### src/rtl/axi_store_writer_if.sv
// -----------------------------------------------------------------------------
// axi_store_writer_if
// Bundles the store request channel and the AXI4 write channels (AW, W, B)
// used by axi_store_writer.
//
// Modports:
//   master : the store writer. It receives store requests and drives the AXI
//            write address/data channels and bready.
//   slave  : the environment. It issues store requests and plays the AXI
//            write slave.
//
// Signal groups:
//   req_*      store request from the execute stage, plus done/err status
//   m_axi_aw*  write address channel
//   m_axi_w*   write data channel
//   m_axi_b*   write response channel
// -----------------------------------------------------------------------------
interface axi_store_writer_if #(
    parameter int ID_WIDTH   = 13,
    parameter int ADDR_WIDTH = 64,
    parameter int DATA_WIDTH = 64
);
    localparam int STRB_WIDTH = DATA_WIDTH / 8;

    // Store request side
    logic                  req_valid;
    logic                  req_ready;
    logic [ADDR_WIDTH-1:0] req_addr;
    logic [DATA_WIDTH-1:0] req_data;
    logic [1:0]            req_size;
    logic                  done;
    logic                  err;

    // AXI write address channel
    logic [ID_WIDTH-1:0]   m_axi_awid;
    logic [ADDR_WIDTH-1:0] m_axi_awaddr;
    logic [7:0]            m_axi_awlen;
    logic [2:0]            m_axi_awsize;
    logic [1:0]            m_axi_awburst;
    logic                  m_axi_awvalid;
    logic                  m_axi_awready;

    // AXI write data channel
    logic [DATA_WIDTH-1:0] m_axi_wdata;
    logic [STRB_WIDTH-1:0] m_axi_wstrb;
    logic                  m_axi_wlast;
    logic                  m_axi_wvalid;
    logic                  m_axi_wready;

    // AXI write response channel
    logic [1:0]            m_axi_bresp;
    logic                  m_axi_bvalid;
    logic                  m_axi_bready;

    modport master (
        input  req_valid, req_addr, req_data, req_size,
        output req_ready, done, err,
        output m_axi_awid, m_axi_awaddr, m_axi_awlen, m_axi_awsize,
               m_axi_awburst, m_axi_awvalid,
        input  m_axi_awready,
        output m_axi_wdata, m_axi_wstrb, m_axi_wlast, m_axi_wvalid,
        input  m_axi_wready,
        input  m_axi_bresp, m_axi_bvalid,
        output m_axi_bready
    );

    modport slave (
        output req_valid, req_addr, req_data, req_size,
        input  req_ready, done, err,
        input  m_axi_awid, m_axi_awaddr, m_axi_awlen, m_axi_awsize,
               m_axi_awburst, m_axi_awvalid,
        output m_axi_awready,
        input  m_axi_wdata, m_axi_wstrb, m_axi_wlast, m_axi_wvalid,
        output m_axi_wready,
        output m_axi_bresp, m_axi_bvalid,
        input  m_axi_bready
    );
endinterface

### src/rtl/axi_store_writer.sv
// -----------------------------------------------------------------------------
// axi_store_writer
// Turns a single store request (byte/half/word/dword) into one single-beat
// AXI4 write: AW and W are issued together, the B response is collected, and
// a one-cycle done pulse with err status is returned. Misaligned stores are
// rejected without any AXI traffic.
//
// Ports:
//   clk   rising-edge clock
//   reset asynchronous active-high reset
//   bus   axi_store_writer_if.master (request, status, AXI AW/W/B channels)
//
// Build option:
//   STORE_BRESP_CHECK_EN  when defined, a SLVERR/DECERR write response also
//                         raises err; otherwise bresp is ignored and err
//                         reports misalignment only.
// -----------------------------------------------------------------------------
module axi_store_writer #(
    parameter int ID_WIDTH   = 13,
    parameter int ADDR_WIDTH = 64,
    parameter int DATA_WIDTH = 64
) (
    input logic                clk,
    input logic                reset,
    axi_store_writer_if.master bus
);
    localparam int STRB_WIDTH = DATA_WIDTH / 8;

    typedef enum logic [1:0] {
        IDLE   = 2'b00,
        SEND   = 2'b01,
        WAIT_B = 2'b10,
        RESP   = 2'b11
    } state_t;

    // Strobe pattern for an access of 2^size bytes starting at lane 0.
    function automatic logic [STRB_WIDTH-1:0] size_strobe(input logic [1:0] size);
        case (size)
            2'd0:    size_strobe = STRB_WIDTH'(8'h01);
            2'd1:    size_strobe = STRB_WIDTH'(8'h03);
            2'd2:    size_strobe = STRB_WIDTH'(8'h0F);
            2'd3:    size_strobe = STRB_WIDTH'(8'hFF);
            default: size_strobe = STRB_WIDTH'(8'h00);
        endcase
    endfunction

    // Low address bits that must be zero for a naturally aligned access.
    function automatic logic [2:0] align_mask(input logic [1:0] size);
        case (size)
            2'd0:    align_mask = 3'b000;
            2'd1:    align_mask = 3'b001;
            2'd2:    align_mask = 3'b011;
            2'd3:    align_mask = 3'b111;
            default: align_mask = 3'b111;
        endcase
    endfunction

    state_t                state_r;
    state_t                state_next_s;
    logic                  req_ready_r;
    logic                  req_ready_next_s;
    logic                  aw_valid_r;
    logic                  aw_valid_next_s;
    logic                  w_valid_r;
    logic                  w_valid_next_s;
    logic                  bready_r;
    logic                  bready_next_s;
    logic                  done_r;
    logic                  done_next_s;
    logic                  err_r;
    logic                  err_next_s;

    logic [ADDR_WIDTH-1:0] addr_r;
    logic [1:0]            size_r;
    logic [DATA_WIDTH-1:0] wdata_r;
    logic [STRB_WIDTH-1:0] wstrb_r;

    logic                  capture_s;
    logic [2:0]            lane_off_s;
    logic                  misaligned_s;
    logic                  bresp_err_s;

    assign lane_off_s   = bus.req_addr[2:0];
    assign misaligned_s = |(lane_off_s & align_mask(bus.req_size));

`ifdef STORE_BRESP_CHECK_EN
    // bresp[1] set means SLVERR (2'b10) or DECERR (2'b11).
    assign bresp_err_s = bus.m_axi_bresp[1];
`else
    assign bresp_err_s = 1'b0;
`endif

    // Next-state and next-output logic; all outputs are registered from these.
    always_comb begin
        state_next_s     = state_r;
        req_ready_next_s = req_ready_r;
        aw_valid_next_s  = aw_valid_r;
        w_valid_next_s   = w_valid_r;
        bready_next_s    = bready_r;
        done_next_s      = 1'b0;
        err_next_s       = 1'b0;
        capture_s        = 1'b0;

        case (state_r)
            IDLE: begin
                if (bus.req_valid && req_ready_r) begin
                    capture_s        = 1'b1;
                    req_ready_next_s = 1'b0;
                    if (misaligned_s) begin
                        state_next_s = RESP;
                        done_next_s  = 1'b1;
                        err_next_s   = 1'b1;
                    end else begin
                        state_next_s    = SEND;
                        aw_valid_next_s = 1'b1;
                        w_valid_next_s  = 1'b1;
                    end
                end else begin
                    state_next_s = IDLE;
                end
            end

            SEND: begin
                if (aw_valid_r && bus.m_axi_awready) begin
                    aw_valid_next_s = 1'b0;
                end else begin
                    aw_valid_next_s = aw_valid_r;
                end
                if (w_valid_r && bus.m_axi_wready) begin
                    w_valid_next_s = 1'b0;
                end else begin
                    w_valid_next_s = w_valid_r;
                end
                // A channel is finished if it already handshook (valid low)
                // or handshakes this cycle; both may complete together.
                if ((!aw_valid_r || bus.m_axi_awready) &&
                    (!w_valid_r  || bus.m_axi_wready)) begin
                    state_next_s  = WAIT_B;
                    bready_next_s = 1'b1;
                end else begin
                    state_next_s = SEND;
                end
            end

            WAIT_B: begin
                if (bus.m_axi_bvalid) begin
                    state_next_s  = RESP;
                    bready_next_s = 1'b0;
                    done_next_s   = 1'b1;
                    err_next_s    = bresp_err_s;
                end else begin
                    state_next_s = WAIT_B;
                end
            end

            RESP: begin
                // A request presented now is not accepted: req_ready is low.
                state_next_s     = IDLE;
                req_ready_next_s = 1'b1;
            end

            default: begin
                state_next_s     = IDLE;
                req_ready_next_s = 1'b1;
                aw_valid_next_s  = 1'b0;
                w_valid_next_s   = 1'b0;
                bready_next_s    = 1'b0;
            end
        endcase
    end

    // State and handshake/status output registers.
    always_ff @(posedge clk or posedge reset) begin
        if (reset) begin
            state_r     <= IDLE;
            req_ready_r <= 1'b1;
            aw_valid_r  <= 1'b0;
            w_valid_r   <= 1'b0;
            bready_r    <= 1'b0;
            done_r      <= 1'b0;
            err_r       <= 1'b0;
        end else begin
            state_r     <= state_next_s;
            req_ready_r <= req_ready_next_s;
            aw_valid_r  <= aw_valid_next_s;
            w_valid_r   <= w_valid_next_s;
            bready_r    <= bready_next_s;
            done_r      <= done_next_s;
            err_r       <= err_next_s;
        end
    end

    // Request capture: lane shifting is done once at accept so the AXI
    // payload is held stable straight from registers until its handshake.
    always_ff @(posedge clk or posedge reset) begin
        if (reset) begin
            addr_r  <= '0;
            size_r  <= 2'b00;
            wdata_r <= '0;
            wstrb_r <= '0;
        end else if (capture_s) begin
            addr_r  <= bus.req_addr;
            size_r  <= bus.req_size;
            wdata_r <= bus.req_data << {lane_off_s, 3'b000};
            wstrb_r <= size_strobe(bus.req_size) << lane_off_s;
        end else begin
            addr_r  <= addr_r;
            size_r  <= size_r;
            wdata_r <= wdata_r;
            wstrb_r <= wstrb_r;
        end
    end

    assign bus.req_ready     = req_ready_r;
    assign bus.done          = done_r;
    assign bus.err           = err_r;

    assign bus.m_axi_awid    = {ID_WIDTH{1'b0}};
    assign bus.m_axi_awaddr  = addr_r;
    assign bus.m_axi_awlen   = 8'h00;
    assign bus.m_axi_awsize  = {1'b0, size_r};
    assign bus.m_axi_awburst = 2'b01;
    assign bus.m_axi_awvalid = aw_valid_r;

    assign bus.m_axi_wdata   = wdata_r;
    assign bus.m_axi_wstrb   = wstrb_r;
    assign bus.m_axi_wlast   = 1'b1;
    assign bus.m_axi_wvalid  = w_valid_r;

    assign bus.m_axi_bready  = bready_r;
endmodule

### src/flat_wrapper.sv
// flat-port wrapper written by rule: the top's interface ports become plain ports
module axi_store_writer_flat 
#(
    parameter int ID_WIDTH   = 13,
    parameter int ADDR_WIDTH = 64,
    parameter int DATA_WIDTH = 64
)
  (clk, reset, bus_req_valid, bus_req_addr, bus_req_data, bus_req_size, bus_req_ready, bus_done, bus_err, bus_m_axi_awid, bus_m_axi_awaddr, bus_m_axi_awlen, bus_m_axi_awsize, bus_m_axi_awburst, bus_m_axi_awvalid, bus_m_axi_awready, bus_m_axi_wdata, bus_m_axi_wstrb, bus_m_axi_wlast, bus_m_axi_wvalid, bus_m_axi_wready, bus_m_axi_bresp, bus_m_axi_bvalid, bus_m_axi_bready);
  axi_store_writer_if #(.ID_WIDTH(ID_WIDTH), .ADDR_WIDTH(ADDR_WIDTH), .DATA_WIDTH(DATA_WIDTH)) bus_i ();
  input logic clk;
  input logic reset;
  input wire logic [$bits(bus_i.req_valid)-1:0] bus_req_valid;
  input wire logic [$bits(bus_i.req_addr)-1:0] bus_req_addr;
  input wire logic [$bits(bus_i.req_data)-1:0] bus_req_data;
  input wire logic [$bits(bus_i.req_size)-1:0] bus_req_size;
  output wire logic [$bits(bus_i.req_ready)-1:0] bus_req_ready;
  output wire logic [$bits(bus_i.done)-1:0] bus_done;
  output wire logic [$bits(bus_i.err)-1:0] bus_err;
  output wire logic [$bits(bus_i.m_axi_awid)-1:0] bus_m_axi_awid;
  output wire logic [$bits(bus_i.m_axi_awaddr)-1:0] bus_m_axi_awaddr;
  output wire logic [$bits(bus_i.m_axi_awlen)-1:0] bus_m_axi_awlen;
  output wire logic [$bits(bus_i.m_axi_awsize)-1:0] bus_m_axi_awsize;
  output wire logic [$bits(bus_i.m_axi_awburst)-1:0] bus_m_axi_awburst;
  output wire logic [$bits(bus_i.m_axi_awvalid)-1:0] bus_m_axi_awvalid;
  input wire logic [$bits(bus_i.m_axi_awready)-1:0] bus_m_axi_awready;
  output wire logic [$bits(bus_i.m_axi_wdata)-1:0] bus_m_axi_wdata;
  output wire logic [$bits(bus_i.m_axi_wstrb)-1:0] bus_m_axi_wstrb;
  output wire logic [$bits(bus_i.m_axi_wlast)-1:0] bus_m_axi_wlast;
  output wire logic [$bits(bus_i.m_axi_wvalid)-1:0] bus_m_axi_wvalid;
  input wire logic [$bits(bus_i.m_axi_wready)-1:0] bus_m_axi_wready;
  input wire logic [$bits(bus_i.m_axi_bresp)-1:0] bus_m_axi_bresp;
  input wire logic [$bits(bus_i.m_axi_bvalid)-1:0] bus_m_axi_bvalid;
  output wire logic [$bits(bus_i.m_axi_bready)-1:0] bus_m_axi_bready;
  assign bus_i.req_valid = bus_req_valid;
  assign bus_i.req_addr = bus_req_addr;
  assign bus_i.req_data = bus_req_data;
  assign bus_i.req_size = bus_req_size;
  assign bus_req_ready = bus_i.req_ready;
  assign bus_done = bus_i.done;
  assign bus_err = bus_i.err;
  assign bus_m_axi_awid = bus_i.m_axi_awid;
  assign bus_m_axi_awaddr = bus_i.m_axi_awaddr;
  assign bus_m_axi_awlen = bus_i.m_axi_awlen;
  assign bus_m_axi_awsize = bus_i.m_axi_awsize;
  assign bus_m_axi_awburst = bus_i.m_axi_awburst;
  assign bus_m_axi_awvalid = bus_i.m_axi_awvalid;
  assign bus_i.m_axi_awready = bus_m_axi_awready;
  assign bus_m_axi_wdata = bus_i.m_axi_wdata;
  assign bus_m_axi_wstrb = bus_i.m_axi_wstrb;
  assign bus_m_axi_wlast = bus_i.m_axi_wlast;
  assign bus_m_axi_wvalid = bus_i.m_axi_wvalid;
  assign bus_i.m_axi_wready = bus_m_axi_wready;
  assign bus_i.m_axi_bresp = bus_m_axi_bresp;
  assign bus_i.m_axi_bvalid = bus_m_axi_bvalid;
  assign bus_m_axi_bready = bus_i.m_axi_bready;
  axi_store_writer #(.ID_WIDTH(ID_WIDTH), .ADDR_WIDTH(ADDR_WIDTH), .DATA_WIDTH(DATA_WIDTH)) u_core (.clk(clk), .reset(reset), .bus(bus_i));
endmodule
### config.mk
export PLATFORM = sky130hd
export DESIGN_NAME = axi_store_writer_flat
export DESIGN_NICKNAME = d
export VERILOG_FILES = /design/src/rtl/axi_store_writer_if.sv /design/src/rtl/axi_store_writer.sv /design/src/flat_wrapper.sv
export SDC_FILE = /design/constraint.sdc
export NUM_CORES = 1
export LEC_CHECK = 0
export BUFFER_PORTS_ARGS = -buffer_cell sky130_fd_sc_hd__buf_2
export CAP_MARGIN = 30
export CORE_ASPECT_RATIO = 1.75
export CORE_MARGIN = 4
export CORE_UTILIZATION = 45
export CTS_BUF_LIST = sky130_fd_sc_hd__clkbuf_2
export CTS_CLUSTER_DIAMETER = 60
export DETAILED_ROUTE_END_ITERATION = 12
export MAX_ROUTING_LAYER = met4
export PLACE_DENSITY = 0.78
export SLEW_MARGIN = 20
export SYNTH_ARGS = -nofsm -noshare
export SYNTH_HDL_FRONTEND = slang
export SYNTH_SLANG_ARGS = --single-unit
export TNS_END_PERCENT = 5
### constraint.sdc
create_clock -name clk -period 4.8 [get_ports clk]
set_input_delay 0.96 -clock clk [delete_from_list [all_inputs] [get_ports clk]]
set_output_delay 0.96 -clock clk [all_outputs]
set_load 0.05 [all_outputs]
## After elaboration in Yosys (flattened, before gate mapping)

Index checks and enable logic that the tools add are counted.
Widths: inputs -> output; s select.

- Word-level logic and storage cells: 70
- Output and inout bits: 169
- Bits in registers: 146

- Shift operators: 2
- Equal/unequal tests: 12
- Reduce and logical (&&, ||, !) cells: 18
- Multiplexer cells: 26
- Bitwise gates (word level): 1

Operators by type and width:

| cell | count |
|---|---|
| $shl 64x6->64 | 1 |
| $pmux 8 s4 | 1 |
| $mux 1 | 14 |
| $pmux 3 s4 | 1 |
| $pmux 1 s2 | 5 |
| $eq 2x2->1 const B | 4 |
| $mux 8 | 1 |
| $ne 2x1->1 const B | 4 |
| $pmux 2 s4 | 1 |
| $reduce_and 4->1 | 2 |
| $shl 8x3->8 | 1 |
| $mux 2 | 3 |
| $reduce_bool 2->1 | 3 |
| $eq 2x1->1 const B | 2 |
| $logic_and 1x1->1 | 4 |
| $logic_not 2->1 | 2 |
| $ne 2x2->1 const B | 2 |
| $and 3x3->3 | 1 |
| $reduce_and 3->1 | 1 |
| $reduce_or 3->1 | 1 |
| $logic_not 1->1 | 2 |
| $logic_or 1x1->1 | 2 |
| $reduce_and 2->1 | 1 |

## Depth between registers and ports, before layout

Gate-level depths: netlist of run 1.

- Depth in word-level cells: 7
- Mapped depth: 7
- Gate-level depth less buffers: 3

## Least setup slack after synthesis of run 1

No wires, ideal clock.

- Path kind: input port to flip-flop
- Start: input bus_req_addr[0]
- End: register u_core.wdata_r[32], in the netlist u_core.bus.m_axi_wdata[32]
- Slack: 2,649 ps
- Setup time: 124 ps
- Required time: 4,676 ps
- Data arrival time: 2,027 ps
- Stages on the path: 5
- Cells stage by stage: buf_6 -> buf_6 -> mux4_2 -> a221oi_2 -> nor2_1

- Word-level cells in the longest chain between the ends: 1

RTL lines:

| what | line | source |
|---|---|---|
| start, declared | flat_wrapper.sv:13 | `input wire logic [$bits(bus_i.req_addr)-1:0] bus_req_addr;` |
| $shl 64x6->64 | axi_store_writer.sv:204 | `wdata_r <= bus.req_data << {lane_off_s, 3'b000};` |
| end signal, assigned | axi_store_writer.sv:204 |  |
| end signal, assigned | axi_store_writer.sv:209 | `wdata_r <= wdata_r;` |
| end, declared | axi_store_writer.sv:75 | `logic [DATA_WIDTH-1:0] wdata_r;` |

No other way between the ends.
A chain may end at the register's enable or synchronous reset.

## Worst setup path in the final report of run 1

- Start: register u_core.req_ready_r, in the netlist u_core.bus.req_ready
- End: output bus_req_ready

RTL lines:

| what | line | source |
|---|---|---|
| start, declared | axi_store_writer.sv:60 | `logic req_ready_r;` |
| start signal, assigned | axi_store_writer.sv:184 | `req_ready_r <= req_ready_next_s;` |
| end, declared | flat_wrapper.sv:16 | `output wire logic [$bits(bus_i.req_ready)-1:0] bus_req_ready;` |

No word-level cell between the ends.

==> impl_metrics.json, run 1 <==
{
  "layout-drive-gt1-share": 0.3656,
  "die_area_mm2": 0.01889,
  "rr_endpoint": "u_core.bus.m_axi_wdata[19]",
  "netlist_instances": 775,
  "tritoncts": "done",
  "rsz0062_at_grt": "false",
  "ys.flop_type": "dfrtp_1",
  "postCtsSetupRepairBufs": 0,
  "cts_root_buffer": "clkbuf_2",
  "firstDrtPassIters": 5,
  "cp-end-kind": "output port",
  "avgSynthCellArea_um2": 9.685,
  "cts.sink_count": 146,
  "holdPathStages": 3,
  "critical_path_class": "reg -> out",
  "rr_worst_depth": 4,
  "critPathBufInv": 1,
  "wl_um": 23230,
  "ant_nets": 0,
  "utilization": 0.5598,
  "yosys-top-cells-area": "dfrtp_1 (48%), nand2_1 (13%), mux2_2 (4.8%)",
  "startpoint_type": "flip-flop",
  "power_density_mw_per_mm2": 698.6,
  "grt_max_degree": 147,
  "dp_hpwl_um": 17540,
  "p_leak_nw": 4.897,
  "antenna_found_initial": 2,
  "rows": 62,
  "path_delay_family": "flip-flops",
  "yosysTopAreaCell": "dfrtp_1",
  "drt_iter0_drc": 487,
  "grt_pass1_wl_um": 35620,
  "required_ns": 3.84,
  "cts_resized": 0,
  "die_x_um": 105.6,
  "setup_viol": 0,
  "cp_max_fo": 4,
  "min-delay-start": "bus_req_addr[6]",
  "yosys_warnings": 0,
  "setup-tns-final_ns": 0,
  "hold_violations": 0,
  "areaGrowthSynthToFinish_pct": 22.07,
  "design_area_mm2": 0.009163,
  "min_period_over_period": 0.5379,
  "min_path_type": "in -> reg",
  "min_period_ns": 2.582,
  "htree_levels": 4,
  "initial_core_util": 0.4586,
  "relSlewSlack": 0.4785,
  "rrSetupSlack_ns": 2.31,
  "core_mm2": 0.01637,
  "r2r-start": "u_core.state_r[0]",
  "layout.nets": 1159,
  "skew_ns": 0.02696,
  "clkLatencyLatePin_ns": 0.74,
  "fmax_ghz": 0.3873,
  "synth_seq_cells": 146,
  "wl_per_cell_um": 18.44,
  "synth_cell_types": 46,
  "first_global_vias": 6497,
  "cpMaxStageDelayCell": "dfstp_2",
  "synth.top_cell.area_share": 0.4834,
  "critPathMaxStageDelay_ns": 0.63,
  "gp_routability_congestion": 0.9640,
  "port_buffers": 279,
  "placed_cell_area_mm2": 0.008891,
  "cts_buffer_depth": 2,
  "boundaryPins": 307,
  "gr-usage-all-layers": 0.2528,
  "timing.hold.ws_ns": 0.4098,
  "synth_async_sr_flop_share": 1.000,
  "grt_overflow": 0,
  "cts_hold_buf": 0,
  "clk_pin_slew_ns": 0.23,
  "seq_area_frac_synth": 0.4869,
  "tightest_slew_ns": 0.7814,
  "drv_slew": 0,
  "cp_data_arrival_time_ns": 1.62,
  "cap_violations": 0,
  "viasPerCell": 5.267,
  "crit_path_start": "u_core.bus.req_ready",
  "num_vias": 6636,
  "status": "complete, no violations",
  "hold_path_end": "u_core.bus.m_axi_awaddr[6]",
  "cts_buffers": 17,
  "vdd_drop_max_uv": 307.3,
  "die_h_um": 178.9,
  "syn-cell-area_mm2": 0.007506,
  "synth_edf_count": 0,
  "nFillCells": 1536,
  "drc": 0,
  "cp_cell_sequence": "buf_2"
}
-- where the power goes --
group | switching, mW | internal [mW]
logic | 2.82 | 0.774
registers | 0.271 | 1.75
clock network | 0.486 | 0.296
total | 3.58 | 2.83
-- registers in the layout (all words and copies together) (netlist names), 2 cells and up --
register	cells
u_core.state_r	2
u_core.bus.m_axi_wdata	64
u_core.size_r	2
u_core.bus.m_axi_wstrb	8
u_core.bus.m_axi_awaddr	64
-- kinds of logic after synthesis --
kind of cell,after synthesis,synth area share
flip-flops,146,0.4869
multiplexers,80,0.1387
buffers and inverters,89,0.07068
AND/OR/NAND/NOR,337,0.1857
AO/OA/AOI/OAI,121,0.1170
other,2,0.001001
-- worst max path at each step --
stage | slack [ns] | cells past startpoint | to
final | 2.22 | 1 | bus_req_ready
after global routing | 2.11 | 1 | bus_req_ready
after CTS | 2.15 | 1 | bus_req_ready
after detailed placement | 1.85 | 5 | u_core.bus.m_axi_wdata[46]
after global placement | 1.89 | 5 | u_core.bus.m_axi_wdata[46]
after floorplan | 2.01 | 1 | u_core.bus.done
-- layout by cell type (no fill, tap or decap), drive strengths merged, types with 18 or more instances in the layout --
cell type    n
o21ai       26
conb        25
nand2      257
mux2i       32
nor2        38
a22o        18
buf        289
dfrtp      145
nand3       19
a221oi      24
mux2        32
-- cells in the mapped netlist, types with 3 or more instances --
cell type and instances:
mux2_2 32, nor2b_1 3, o31ai_1 8, buf_4 30
a221oi_1 23, nand3b_1 8, buf_2 31, a22o_1 18
inv_1 3, o211ai_1 8, buf_6 6, mux2i_1 32
o21ai_0 26, a21oi_1 5, mux4_2 16, dfrtp_1 145
nand2b_1 4, clkbuf_1 16, o22ai_1 16, nor2_1 37
nand2_1 257, nand3_1 19
-- per-stage QoR --
step                setup slack (ns)  instances  power, mW
floorplan                      2.008        798      4.730
finish                         2.218       1260      6.401
global placement               1.888       1226      5.617
detailed placement             1.847       1226      5.676
global route                   2.113       1260      6.743
CTS                            2.151       1258      6.455
-- layer usage --
layer | up-vias | routed length (um) | GRT usage
li1 | 3131 | - | -
met1 | 3117 | 8058 | 0.2633
met2 | 323 | 12080 | 0.4310
met3 | 65 | 1438 | 0.04829
met4 | 0 | 1660 | 0.1740
met5 | - | 0 | -
-- layout make-up --
type | instances | area (um^2) | area share
inverters | 4 | 18.77 | 0.002048
multi-input cells | 563 | 3438 | 0.3753
well taps | 224 | 280.3 | 0.03059
repair buffers | 289 | 1499 | 0.1636
clock buffers | 17 | 85.08 | 0.009286
clock inverters | 15 | 181.4 | 0.01980
diodes | 2 | 5.005 | 0.0005462
flip-flops and latches | 146 | 3655 | 0.3989
(Power assumes the default switching activity.)
==> run 2: changes to the inputs <==
clock period = 2.1 ns   (was 4.8 ns; I/O delays follow)
==> impl_metrics.json, run 2 (synthesis gave the netlist of run 1 again) <==
{
  "wl_um": 25600,
  "num_vias": 7252,
  "status": "complete, no violations",
  "viasPerCell": 5.301,
  "grt_max_degree": 68,
  "first_global_vias": 7134,
  "cts_root_buffer": "clkbuf_2",
  "cts.sink_count": 146,
  "grt_pass1_wl_um": 38830,
  "preCtsSetupSlack_ns": 0.1387,
  "die_area_mm2": 0.01889,
  "nFillCells": 1321,
  "drc": 0,
  "fin_cells": 1368,
  "layout-drive-gt1-share": 0.3596,
  "p_leak_nw": 5.432,
  "cts_buffers": 17,
  "hold_violations": 0,
  "ant_nets": 0,
  "cpMaxStageDelayCell": "dfstp_2",
  "critical_path_class": "reg -> out",
  "cp-end-kind": "output port",
  "cp_data_arrival_time_ns": 1.54,
  "regArea_mm2": 0.003655,
  "startpoint_type": "flip-flop",
  "p_int_mw": 6.887,
  "rows": 62,
  "path_delay_family": "flip-flops",
  "setup_viol": 0,
  "grt_overflow": 0,
  "p_total_mw": 15.18,
  "gp_routability_congestion": 0.9333,
  "power.switching_mw": 8.295,
  "cp_max_fo": 4,
  "antenna_found_initial": 1,
  "die_x_um": 105.6,
  "layout.nets": 1268,
  "r2r-start": "u_core.bus.req_ready",
  "relSlewSlack": 0.5228,
  "cts_buffer_depth": 2,
  "htree_levels": 4,
  "seq_power_share": 0.307,
  "required_ns": 1.68,
  "power_density_mw_per_mm2": 1475,
  "areaGrowthSynthToFinish_pct": 37.12,
  "critPathMaxStageDelay_ns": 0.61,
  "rsz0062_at_grt": "false",
  "p_sw_frac": 0.5463,
  "cp_cell_sequence": "buf_4",
  "clkPwrFrac": 0.132,
  "fmax_ghz": 0.5108,
  "mostFrequentLayoutCell": "buf_2",
  "gr-usage-all-layers": 0.2757,
  "firstDrtPassIters": 7,
  "tightest_slew_ns": 0.7144,
  "critPathBufInv": 1,
  "dp_hpwl_um": 18760,
  "layout_setup_ws_ns": 0.1424,
  "port_buffers": 279,
  "p_comb_frac": 0.560,
  "min_period_over_period": 0.9322,
  "clk_pin_slew_ns": 0.26,
  "final_cell_mix": "buf_2 (277), nand2_1 (257), dfrtp_1 (145)",
  "die_h_um": 178.9,
  "dp.cells": 1258,
  "boundaryPins": 307,
  "timing.hold.ws_ns": 0.1502,
  "multi_input_area_mm2": 0.003438,
  "initial_core_util": 0.4586,
  "design_area_mm2": 0.01029,
  "vdd_drop_max_uv": 682.2,
  "crit_path_start": "u_core.bus.req_ready",
  "placed_cell_area_mm2": 0.009206,
  "drv_slew": 0,
  "min_path_type": "in -> reg",
  "cap_violations": 0,
  "drt_iter0_drc": 478,
  "skew_ns": 0.04565,
  "min_period_ns": 1.958,
  "min-delay-start": "bus_req_data[8]",
  "clkLatencyLatePin_ns": 0.72,
  "wl_per_cell_um": 18.71,
  "tritoncts": "done",
  "core_mm2": 0.01637
}
-- run 2: repair_timing --
item,4_1_cts,5_1_grt
setup endpoints to repair,1,1
buffers inserted,0,1
hold buffers,76,0
gates resized for setup,1,0
endpoints found under the hold margin,227,0
cloned,0,0
-- run 2: worst paths after layout --
| path | slack [ns] | to | cells after the start |
|---|---|---|---|
| hold / removal | 0.15 | u_core.bus.m_axi_wdata[48] | 4 |
| max in group asynchronous | 1.41 | u_core.bus.m_axi_awaddr[2] | 5 |
| setup reg to reg | 0.15 | u_core.bus.m_axi_wdata[20] | 5 |
| min in group asynchronous | 0.30 | u_core.bus.m_axi_wdata[48] | 4 |
| setup / recovery | 0.14 | bus_req_ready | 1 |
| hold reg to reg | 0.49 | u_core.bus.m_axi_wdata[6] | 2 |
-- run 2: area by class of cell --
cell class	count	area share
multi-input combinational	563	0.3341
timing repair buffer	398	0.2512
inverter	4	0.001823
tap	224	0.02723
clock inverter	15	0.02212
antenna	1	0.0002431
sequential	146	0.3551
clock buffer	17	0.008266
-- run 2: power groups by stage --
stage               Clock, mW  Combinational [mW]  Sequential, mW
finish                   2.01                8.50            4.67
global placement            0                8.25            4.68
floorplan                   0                1.90            8.91
detailed placement          0                8.37            4.72
CTS                      2.06                8.49            4.66
global route             2.17                8.92            4.82
-- run 2: per-layer routing --
| layer | track usage | share of wire | vias up |
|---|---|---|---|
| met5 | - | 0 | - |
| met4 | 0.2237 | 0.091 | 0 |
| met3 | 0.03892 | 0.054 | 103 |
| met2 | 0.4728 | 0.51 | 372 |
| met1 | 0.2789 | 0.34 | 3429 |
| li1 | - | - | 3348 |
-- run 2: through the flow --
stage | utilization | setup TNS, ns
2_1_floorplan | - | -22.07
4_1_cts | 0.6282 | 0
3_5_place_dp | 0.5625 | 0
6_report | 0.6288 | 0
3_3_place_gp | 0.5625 | 0
5_1_grt | 0.6288 | 0
